==> config.mk <==
export PLATFORM = sky130hd
export DESIGN_NAME = axis_packet_arbiter
export DESIGN_NICKNAME = d
export VERILOG_FILES = /design/src/rtl/axis_packet_arbiter_pkg.sv /design/src/rtl/axis_rr_arb2.sv /design/src/rtl/axis_packet_arbiter.sv
export SDC_FILE = /design/constraint.sdc
export NUM_CORES = 1
export LEC_CHECK = 0
export ABC_CLOCK_PERIOD_IN_PS = 3100
export CORE_ASPECT_RATIO = 0.7
export CORE_MARGIN = 2
export CORE_UTILIZATION = 30
export DETAILED_ROUTE_END_ITERATION = 8
export MAX_ROUTING_LAYER = met4
export PLACE_DENSITY = 0.95
export SLEW_MARGIN = 30
export SYNTH_ARGS = -nofsm -noshare
export SYNTH_HDL_FRONTEND = slang
export SYNTH_HIERARCHICAL = 1
export SYNTH_SLANG_ARGS = --single-unit
export TNS_END_PERCENT = 5
==> constraint.sdc <==
create_clock -name axis_aclk -period 3.1 [get_ports axis_aclk]
set_input_delay 0.465 -clock axis_aclk [delete_from_list [all_inputs] [get_ports axis_aclk]]
set_output_delay 0.465 -clock axis_aclk [all_outputs]
set_load 0.005 [all_outputs]
==> src/rtl/axis_packet_arbiter_pkg.sv <==
// Shared definitions for the AXI4-Stream packet arbiter: FSM state encodings
// and the counter-width helper.
package axis_packet_arbiter_pkg;

   localparam logic [0:0] ST_IDLE = 1'b0;
   localparam logic [0:0] ST_BUSY = 1'b1;

   // Ceiling log2, evaluated at elaboration time for counter sizing.
   function automatic int clogb2(input int n);
      int r;
      r = 0;
      for (int i = 0; i < 31; i++) begin
         if ((1 << i) < n) r = i + 1;
      end
      return r;
   endfunction

endpackage

==> src/rtl/axis_rr_arb2.sv <==
// Combinational two-requester round-robin pick: a lone requester wins, and on
// a tie the requester that was not granted last time wins.
module axis_rr_arb2 (
   input  logic [1:0] req_i,
   input  logic       last_grant_i,
   output logic       sel_o,
   output logic       any_req_o
);

   assign any_req_o = |req_i;
   assign sel_o     = (&req_i) ? ~last_grant_i : req_i[1];

endmodule

==> src/rtl/axis_packet_arbiter.sv <==
// 2:1 packet-granular round-robin arbiter feeding one AXI4-Stream sink; grant is
// held from first beat to TLAST, and a beat watchdog forces TLAST on long packets.
module axis_packet_arbiter
   import axis_packet_arbiter_pkg::*;
#(
   parameter int C_AXIS_TDATA_WIDTH = 32,
   parameter int C_MAX_BEATS        = 8
) (
   input  logic                            axis_aclk,
   input  logic                            axis_areset,

   input  logic                            s00_axis_tvalid,
   output logic                            s00_axis_tready,
   input  logic [C_AXIS_TDATA_WIDTH-1:0]   s00_axis_tdata,
   input  logic [C_AXIS_TDATA_WIDTH/8-1:0] s00_axis_tstrb,
   input  logic                            s00_axis_tlast,

   input  logic                            s01_axis_tvalid,
   output logic                            s01_axis_tready,
   input  logic [C_AXIS_TDATA_WIDTH-1:0]   s01_axis_tdata,
   input  logic [C_AXIS_TDATA_WIDTH/8-1:0] s01_axis_tstrb,
   input  logic                            s01_axis_tlast,

   output logic                            m00_axis_tvalid,
   input  logic                            m00_axis_tready,
   output logic [C_AXIS_TDATA_WIDTH-1:0]   m00_axis_tdata,
   output logic [C_AXIS_TDATA_WIDTH/8-1:0] m00_axis_tstrb,
   output logic                            m00_axis_tlast,

   output logic [1:0]                      grant,
   output logic                            busy,
   output logic [1:0]                      trunc_err
);

   localparam int CNT_W = (clogb2(C_MAX_BEATS) < 1) ? 1 : clogb2(C_MAX_BEATS);
   localparam logic [CNT_W-1:0] CNT_MAX = CNT_W'(C_MAX_BEATS - 1);

   logic [0:0]       state_q, state_d;
   logic             sel_q, sel_d;
   logic             last_grant_q, last_grant_d;
   logic [CNT_W-1:0] beat_cnt_q, beat_cnt_d;
   logic [1:0]       trunc_err_q, trunc_err_d;

   logic                            arb_sel, arb_any;
   logic                            src_tvalid, src_tlast;
   logic [C_AXIS_TDATA_WIDTH-1:0]   src_tdata;
   logic [C_AXIS_TDATA_WIDTH/8-1:0] src_tstrb;
   logic                            is_busy, beat;

   axis_rr_arb2 u_arb (
      .req_i        ({s01_axis_tvalid, s00_axis_tvalid}),
      .last_grant_i (last_grant_q),
      .sel_o        (arb_sel),
      .any_req_o    (arb_any)
   );

   assign is_busy    = (state_q == ST_BUSY);
   assign src_tvalid = sel_q ? s01_axis_tvalid : s00_axis_tvalid;
   assign src_tdata  = sel_q ? s01_axis_tdata  : s00_axis_tdata;
   assign src_tstrb  = sel_q ? s01_axis_tstrb  : s00_axis_tstrb;
   assign src_tlast  = sel_q ? s01_axis_tlast  : s00_axis_tlast;

   // Data path is a pure mux of the selected source; everything is forced to zero in IDLE.
   assign m00_axis_tvalid = is_busy & src_tvalid;
   assign m00_axis_tdata  = is_busy ? src_tdata : '0;
   assign m00_axis_tstrb  = is_busy ? src_tstrb : '0;
   assign m00_axis_tlast  = is_busy & (src_tlast | (beat_cnt_q == CNT_MAX));
   assign s00_axis_tready = is_busy & ~sel_q & m00_axis_tready;
   assign s01_axis_tready = is_busy &  sel_q & m00_axis_tready;

   assign beat      = m00_axis_tvalid & m00_axis_tready;
   assign busy      = is_busy;
   assign grant     = is_busy ? (sel_q ? 2'b10 : 2'b01) : 2'b00;
   assign trunc_err = trunc_err_q;

   // NOTE: every _d gets its hold value first so no path leaves it unassigned (no latch).
   always_comb begin
      state_d      = state_q;
      sel_d        = sel_q;
      last_grant_d = last_grant_q;
      beat_cnt_d   = beat_cnt_q;
      trunc_err_d  = trunc_err_q;
      if (state_q == ST_IDLE) begin
         if (arb_any) begin
            state_d    = ST_BUSY;
            sel_d      = arb_sel;
            beat_cnt_d = '0;
         end
      end else if (beat) begin
         if (m00_axis_tlast) begin
            state_d      = ST_IDLE;
            last_grant_d = sel_q;
            beat_cnt_d   = '0;
            if (!src_tlast) trunc_err_d[sel_q] = 1'b1;
         end else begin
            beat_cnt_d = beat_cnt_q + CNT_W'(1);
         end
      end
   end

   // NOTE: registers use non-blocking assignments so all of them update from pre-edge values.
   always_ff @(posedge axis_aclk) begin
      if (axis_areset) begin
         state_q      <= ST_IDLE;
         sel_q        <= 1'b0;
         last_grant_q <= 1'b1;
         beat_cnt_q   <= '0;
         trunc_err_q  <= 2'b00;
      end else begin
         state_q      <= state_d;
         sel_q        <= sel_d;
         last_grant_q <= last_grant_d;
         beat_cnt_q   <= beat_cnt_d;
         trunc_err_q  <= trunc_err_d;
      end
   end

endmodule

# Word-level counts from Yosys, hierarchy flattened
# Index checks and enable logic that the tools add are counted.
# totals
reg_bits	8
in_bits	79
wordCells	50
# classes
addsub	1
n_lt_le_gt_ge	2
n_eq_ne	2
n_mux	19
n_bitwise	13
reduce_logical	8
# ops
op	count
$mux W32	2
$mux W3	4
$mux W1	8
$mux W4	2
$and A1 B1 Y1	7
$reduce_and A2 Y1	3
$mux W2	2
$not A1 Y1	4
$reduce_and A4 Y1	1
$add A3 B1 Y3 const B	1
$eq A3 B3 Y1 const B	1
$reduce_and A3 Y1	1
$lt A1 B2 Y1 const B	1
$ne A2 B1 Y1 const B	1
$or A2 B2 Y2	1
$reduce_bool A2 Y1	1
$reduce_or A2 Y1	1
$demux W1 S1	1
$ge A1 B1 Y1 const B	1
$logic_and A1 B1 Y1	1
$or A1 B1 Y1	1

# Longest topological paths before layout
# Gate-level depths: netlist of the first run.
# logic_depth
ltp_word	6
mapped_depth	5

# Modules after synthesis
# The synthesis of the first run kept the hierarchy.
# modules_own_cells
module	n_inst	cells_per_inst	area_per_inst_um2	seq_area_each_um2
axis_packet_arbiter	1	128	1091.0	160.2
axis_rr_arb2	1	2	13.8	0.0

# Least setup slack after synthesis of the first run
# No wires, ideal clock.
# synth_path
kind	flip-flop to output port
startpoint	reg beat_cnt_q[0]
endpoint	out m00_axis_tlast
t_arrival_ns	1.186
required_ns	2.635
path_slack_ns	1.449
path_stages_with_launch	5
n_path_buf	0
cell_sequence	dfxtp_1 -> ha_1 -> ha_1 -> or2_2 -> and2_1
# synth_between
elab_chain_len	3
# synth_rtl
item	line	text
start: declaration	axis_packet_arbiter.sv:41	logic [CNT_W-1:0] beat_cnt_q, beat_cnt_d;
start signal: assignment	axis_packet_arbiter.sv:113	beat_cnt_q <= beat_cnt_d;
$eq A3 B3 Y1	axis_packet_arbiter.sv:67	assign m00_axis_tlast = is_busy & (src_tlast | (beat_cnt_q == CNT_MAX));
$or A1 B1 Y1	axis_packet_arbiter.sv:67	
$and A1 B1 Y1	axis_packet_arbiter.sv:67	
end: declaration	axis_packet_arbiter.sv:28	output logic m00_axis_tlast,
# Every way passes these cells.

# Final worst setup path of the first run
# layout_path
startpoint	reg sel_q
endpoint	out m00_axis_tlast
# layout_between
elab_chain_len	3
# layout_rtl
item	line	text
start: declaration	axis_packet_arbiter.sv:39	logic sel_q, sel_d;
start signal: assignment	axis_packet_arbiter.sv:111	sel_q <= sel_d;
$mux W1	axis_packet_arbiter.sv:61	assign src_tlast = sel_q ? s01_axis_tlast : s00_axis_tlast;
$or A1 B1 Y1	axis_packet_arbiter.sv:67	
$and A1 B1 Y1	axis_packet_arbiter.sv:67	
# Every way passes these cells.

==> metrics.cfg, run 1 <==
[die]
start_util=0.312
num_rows=18
die_height_um=54.8
dieWidth_um=76.5
fp.dieArea_um2=4190
fp.coreArea_um2=3540
num_io_pins=124

[synth]
ys.warnings.count=6
syn_avg_cell_area_um2=8.50
syn_nets=211
synth.distinct_cells=28
syn_area_um2=1100
ys_seq_elements=8
synth-seq-area-share=0.145
synth_cells=130

[clocking]
cts_buffers=3
cts_setup_buffers=0
holdBufCountCts=0
clock-root-buffer=clkbuf_8
cts_resized=0
cts.htree.levels=1
clk_pin_slew_ns=0.04
insertion_delay_ns=0.22
cts_sinks=8
clockBufferDepth=2
cts_tree=built

[worst_setup_path]
crit_path_end=m00_axis_tlast
worst_r2r_path_depth=3
worstPathMaxFanout=20
r2r_slack_ns=1.26
arrival_ns=2.07
crit_start=sel_q
cp.required_ns=2.63
endpoint_kind=output pin
startpoint_type=register
path_class=register to output pin
r2r-start=sel_q
rr_endpoint=beat_cnt_q[1]

[drt]
wl_um=3920
avgRoutedWirePerCell_um=13.1
drt_iter0_drc=27
drc=0
drt_pass1_iterations=4
vias_per_cell=4.62
vias=1380
ant_nets=0

[layout]
fill_cells=282
final_layout_size_suffix_gt1_frac=0.0602
antenna_cells=0
fin_nets=332
final_util=0.684
stdcell_area_um2=2420
syn2layout_area_growth_pct=119

[sta]
rsz0062_at_grt=false
slew_viol_final=0
max_freq_mhz=394
relSlewSlack=0.674
finalCritPeriodShare=0.819
worstMarginPinSlew_ns=0.489
setup_tns_ns=0
hold_viol=0
finalSetupViolations=0
period_needed_ns=2.54
skew_ns=0.00232

[grt]
grt_start_max_net_pins=21
antenna_found_initial=0
gr-usage-all-layers=0.179
overflow=0
grt_pass1_vias=1214
grt_pass1_wl_um=5710

[placed_design]
port_buffers=123
placed_area_um2=2380
routabilityCongestion=0.803
place_hpwl_um=3320

[run]
drv_cap=0

[outcome]
outcome=finished clean

[min_path]
hold_class=register to register

[pwr]
p_per_area_nw_per_um2=213
cellLeakagePower_nw=0.858
ir_drop_mv=0.153

[cell usage in the layout (no fill, tap or decap), types with 3 or more instances in the layout]
| cell type | instances |
|---|---|
| nor2_1 | 6 |
| clkdlybuf4s50_1 | 123 |
| dfxtp_1 | 7 |
| and2_1 | 5 |
| o32ai_2 | 3 |
| mux2i_1 | 37 |
| nand3b_1 | 3 |
| clkbuf_8 | 3 |
| nor2b_1 | 37 |
| buf_4 | 4 |
[flip-flops by register name (all words and copies together) (netlist names)]
signal and count:
beat_cnt_q 3, last_grant_q 1, sel_q 1, trunc_err 2, busy 1
[report_power, final]
part	internal, W	switching [W]
Sequential	0.000106	0.00000933
Clock	0.0000835	0.0000340
Combinational	0.000201	0.0000801
[routing by layer]
layer | GRT usage | wire, um | vias to the layer above | share of wire
met3 | 0.0594 | 383 | 2 | 0.098
met2 | 0.299 | 1760 | 86 | 0.45
met1 | 0.218 | 1760 | 602 | 0.45
met5 | - | 0 | - | 0
met4 | 0.0273 | 22 | 0 | 0.0056
li1 | - | - | 690 | -
[worst max-delay path, cell delays in order (launching register included)]
cell             delay [ns]
dfxtp_2                0.63
mux2_4                 0.35
or2_2                  0.28
and2_1                 0.15
clkdlybuf4s50_1        0.43
[area by class of cell]
| cell class | instances | area [um2] | area share |
|---|---|---|---|
| repair buffers | 127 | 1260 | 0.521 |
| clock buffers | 3 | 41.3 | 0.0171 |
| flip-flops and latches | 8 | 161 | 0.0667 |
| well taps | 50 | 62.6 | 0.0259 |
| multi-input cells | 109 | 885 | 0.366 |
| inverters | 2 | 7.51 | 0.00310 |
[Yosys cell counts]
master    instances  area (um2)
inv_1             2        7.51
nor2b_1          37         231
and2_1            5        31.3
and3b_1           1        8.76
a31oi_1           1        6.26
nand2_1           1        3.75
a211oi_1          1        7.51
nand3b_1          3        22.5
a21boi_1          1        7.51
buf_2             3        15.0
o211ai_1          1        7.51
clkbuf_1          7        26.3
a221o_1           1        10.0
or2_2             1        6.26
dfxtp_1           8         160
o21a_1            1        7.51
mux2_4            1        15.0
or4b_4            1        13.8
mux2i_1          37         370
nand2b_1          1        6.26
and3_1            1        6.26
a41oi_1           1        8.76
mux2_2            1        11.3
ha_1              2        25.0
or2_1             1        6.26
nor2_1            6        22.5
o32ai_2           3        48.8
buf_6             1        11.3
[through the flow]
step / power [W] / hold slack, ns / std cells / setup slack [ns]
after floorplan: 0.000210 / 0.457 / 130 / 1.45
after global placement: 0.000396 / 0.461 / 296 / 0.593
after detailed placement: 0.000399 / 0.485 / 296 / 0.589
after CTS: 0.000520 / 0.494 / 299 / 0.556
after global routing: 0.000546 / 0.504 / 299 / 0.514
final: 0.000514 / 0.495 / 299 / 0.560
[worst min path at each step]
stage | start | slack (ns) | to | depth (start not counted)
finish | last_grant_q | 0.49 | last_grant_q | 1
CTS | last_grant_q | 0.49 | last_grant_q | 1
detailed placement | last_grant_q | 0.48 | last_grant_q | 1
global placement | trunc_err[1] | 0.46 | trunc_err[1] | 2
global route | last_grant_q | 0.50 | last_grant_q | 1
floorplan | last_grant_q | 0.46 | last_grant_q | 1
[logic make-up after synthesis]
group	share of synthesized area
adders and majority gates	0.0226
buffers and inverters	0.0544
muxes	0.359
and+or+nand+nor	0.325
DFF	0.145
AOI/OAI and AO/OA	0.0940
Note: power is estimated with default switching activity, not from simulation.
==> run 2: changes to the inputs <==
ABC_CLOCK_PERIOD_IN_PS = 2100   (was 3100)
CORE_UTILIZATION = 25   (was 30)
PLACE_DENSITY = 0.88   (was 0.95)
clock period = 2.1 ns   (was 3.1 ns; I/O delays follow)
==> run 2 against run 1 <==
Setup slack worse by 0.52 ns. First-iteration DRC count down 56%. Final cell count rose by 3.7%. Worst hold slack lost 0.018 ns. Sequential power is 38% higher.
==> metrics.cfg, run 2 (synthesized netlist as in run 1, its figures left out) <==
[outcome]
outcome=finished clean

[min_path]
hold_class=register to register
min_from=trunc_err[1]

[drt]
vias=1391
drt_pass1_iterations=4
avgRoutedWirePerCell_um=13.3
drc=0
vias_per_cell=4.49
ant_nets=0
drt_iter0_drc=12
wl_um=4110

[worst_setup_path]
arrival_ns=1.74
startpoint_type=primary input
cp.required_ns=1.78
cpPeakStageDelay_ns=0.44
endpoint_kind=output pin
worstPathCellList=clkdlybuf4s50_1, mux2_4, or2_2, and2_1, dlygate4sd2_1
slowest_stage=clkdlybuf4s50_1
path_class=primary input to output pin
crit_start=s00_axis_tlast
worstPathMaxFanout=2
r2r-start=beat_cnt_q[0]
r2r_slack_ns=0.36

[layout]
layout_common_cells=clkdlybuf4s50_1, mux2i_1, nor2b_1, dfxtp_1, buf_4
final_util=0.585
fin_cells=310
layout_commonest_cell=clkdlybuf4s50_1
fill_cells=399
syn2layout_area_growth_pct=128
fin_nets=338
largest_register_ffs=3
final_layout_size_suffix_gt1_frac=0.0824
antenna_cells=0
largest-register=beat_cnt_q

[die]
fp.coreArea_um2=4300
num_rows=20
die_height_um=59.6
num_io_pins=124
dieWidth_um=83.5
start_util=0.257
fp.dieArea_um2=4980

[sta]
max_freq_mhz=486
rsz0062_at_grt=false
skew_ns=0.00563
finalSetupViolations=0
period_needed_ns=2.06
hold_viol=0
relSlewSlack=0.700
worstMarginPinSlew_ns=0.449
finalCritPeriodShare=0.980
slew_viol_final=0

[pwr]
p_switching_w=0.000195
p_int_w=0.000592
pwr-share-clk=0.232
p_per_area_nw_per_um2=313
combinationalPowerShare=0.565
p_sw_frac=0.248
ir_drop_mv=0.340
cellLeakagePower_nw=0.907
seq_power_share=0.204

[placed_design]
routabilityCongestion=0.815
port_buffers=123
place_hpwl_um=3340
placed_cells=306

[clocking]
clockBufferDepth=2
holdBufCountCts=0
clk_pin_slew_ns=0.04
cts_buffers=3
cts_tree=built
cts_setup_buffers=0
cts_sinks=8
clock-root-buffer=clkbuf_8
insertion_delay_ns=0.22
cts.htree.levels=1

[run]
drv_cap=0

[grt]
antenna_found_initial=0
gr-usage-all-layers=0.158
grt_start_max_net_pins=29
grt_pass1_wl_um=6290
overflow=0
grt_pass1_vias=1344

## run 2: cell types whose count changed in the layout (fill, tap and decap cells not counted), sizes merged
cell           change
buf                +5
clkbuf             +1
clkdlybuf4s50      -1
dlygate4sd2        +1
## run 2: per-stage QoR
stage                     hold slack [ns]  total power (W)  setup WS, ns  setup TNS, ns  cell area [um2]
after floorplan                     0.457         0.000311         0.539              0             1100
after global placement              0.465         0.000594        -0.117         -0.117             2430
after detailed placement            0.464         0.000602        -0.140         -0.140             2430
after CTS                           0.481         0.000790        0.0319              0             2480
after global routing                0.527         0.000835       0.00671              0             2520
final                               0.477         0.000787        0.0426              0             2520
## run 2: per-layer routing
metal  vias to the layer above  GRT usage  share of wire
met3                         2     0.0223          0.055
li1                        705          -              -
met2                        56      0.268           0.48
met1                       628      0.205           0.46
met5                         -          -              0
met4                         0     0.0346         0.0066
## run 2: repair_timing
| item | CTS | global route |
|---|---|---|
| gates cloned | 0 | 1 |
| endpoints found under the setup margin | 14 | 9 |
| endpoints found under the hold margin | 0 | 0 |
| resized for setup | 4 | 2 |
## run 2: power by group through the flow
stage               Combinational [W]  Clock, W  Sequential, W
finish                       0.000444  0.000182       0.000160
global placement             0.000432         0       0.000163
detailed placement           0.000439         0       0.000163
floorplan                    0.000150         0       0.000161
CTS                          0.000442  0.000189       0.000159
global route                 0.000478  0.000196       0.000161
## run 2: final cells by class
type                    instances  area (um2)  area share
flip-flops and latches          8         164      0.0651
repair buffers                133        1350       0.535
multi-input cells             109         888       0.353
well taps                      55        68.8      0.0273
inverters                       2        7.51     0.00298
clock buffers                   3        41.3      0.0164
## run 2: final timing paths
check,cells past startpoint,end
setup / recovery,5,m00_axis_tlast
hold / removal,2,trunc_err[1]
setup reg to reg,5,beat_cnt_q[0]
hold reg to reg,2,trunc_err[1]
## run 2: worst max-delay path: cells and delay by family
family / cells / cell delay (ns)
multiplexers: 1 / 0.29
AND/OR/NAND/NOR: 2 / 0.44
buffers and inverters: 2 / 0.70
==> run 3: changes to the inputs <==
SLEW_MARGIN = 20   (was 30)
==> results of run 3 <==
The final DEF is identical to that of run 2; final timing and power are the same.
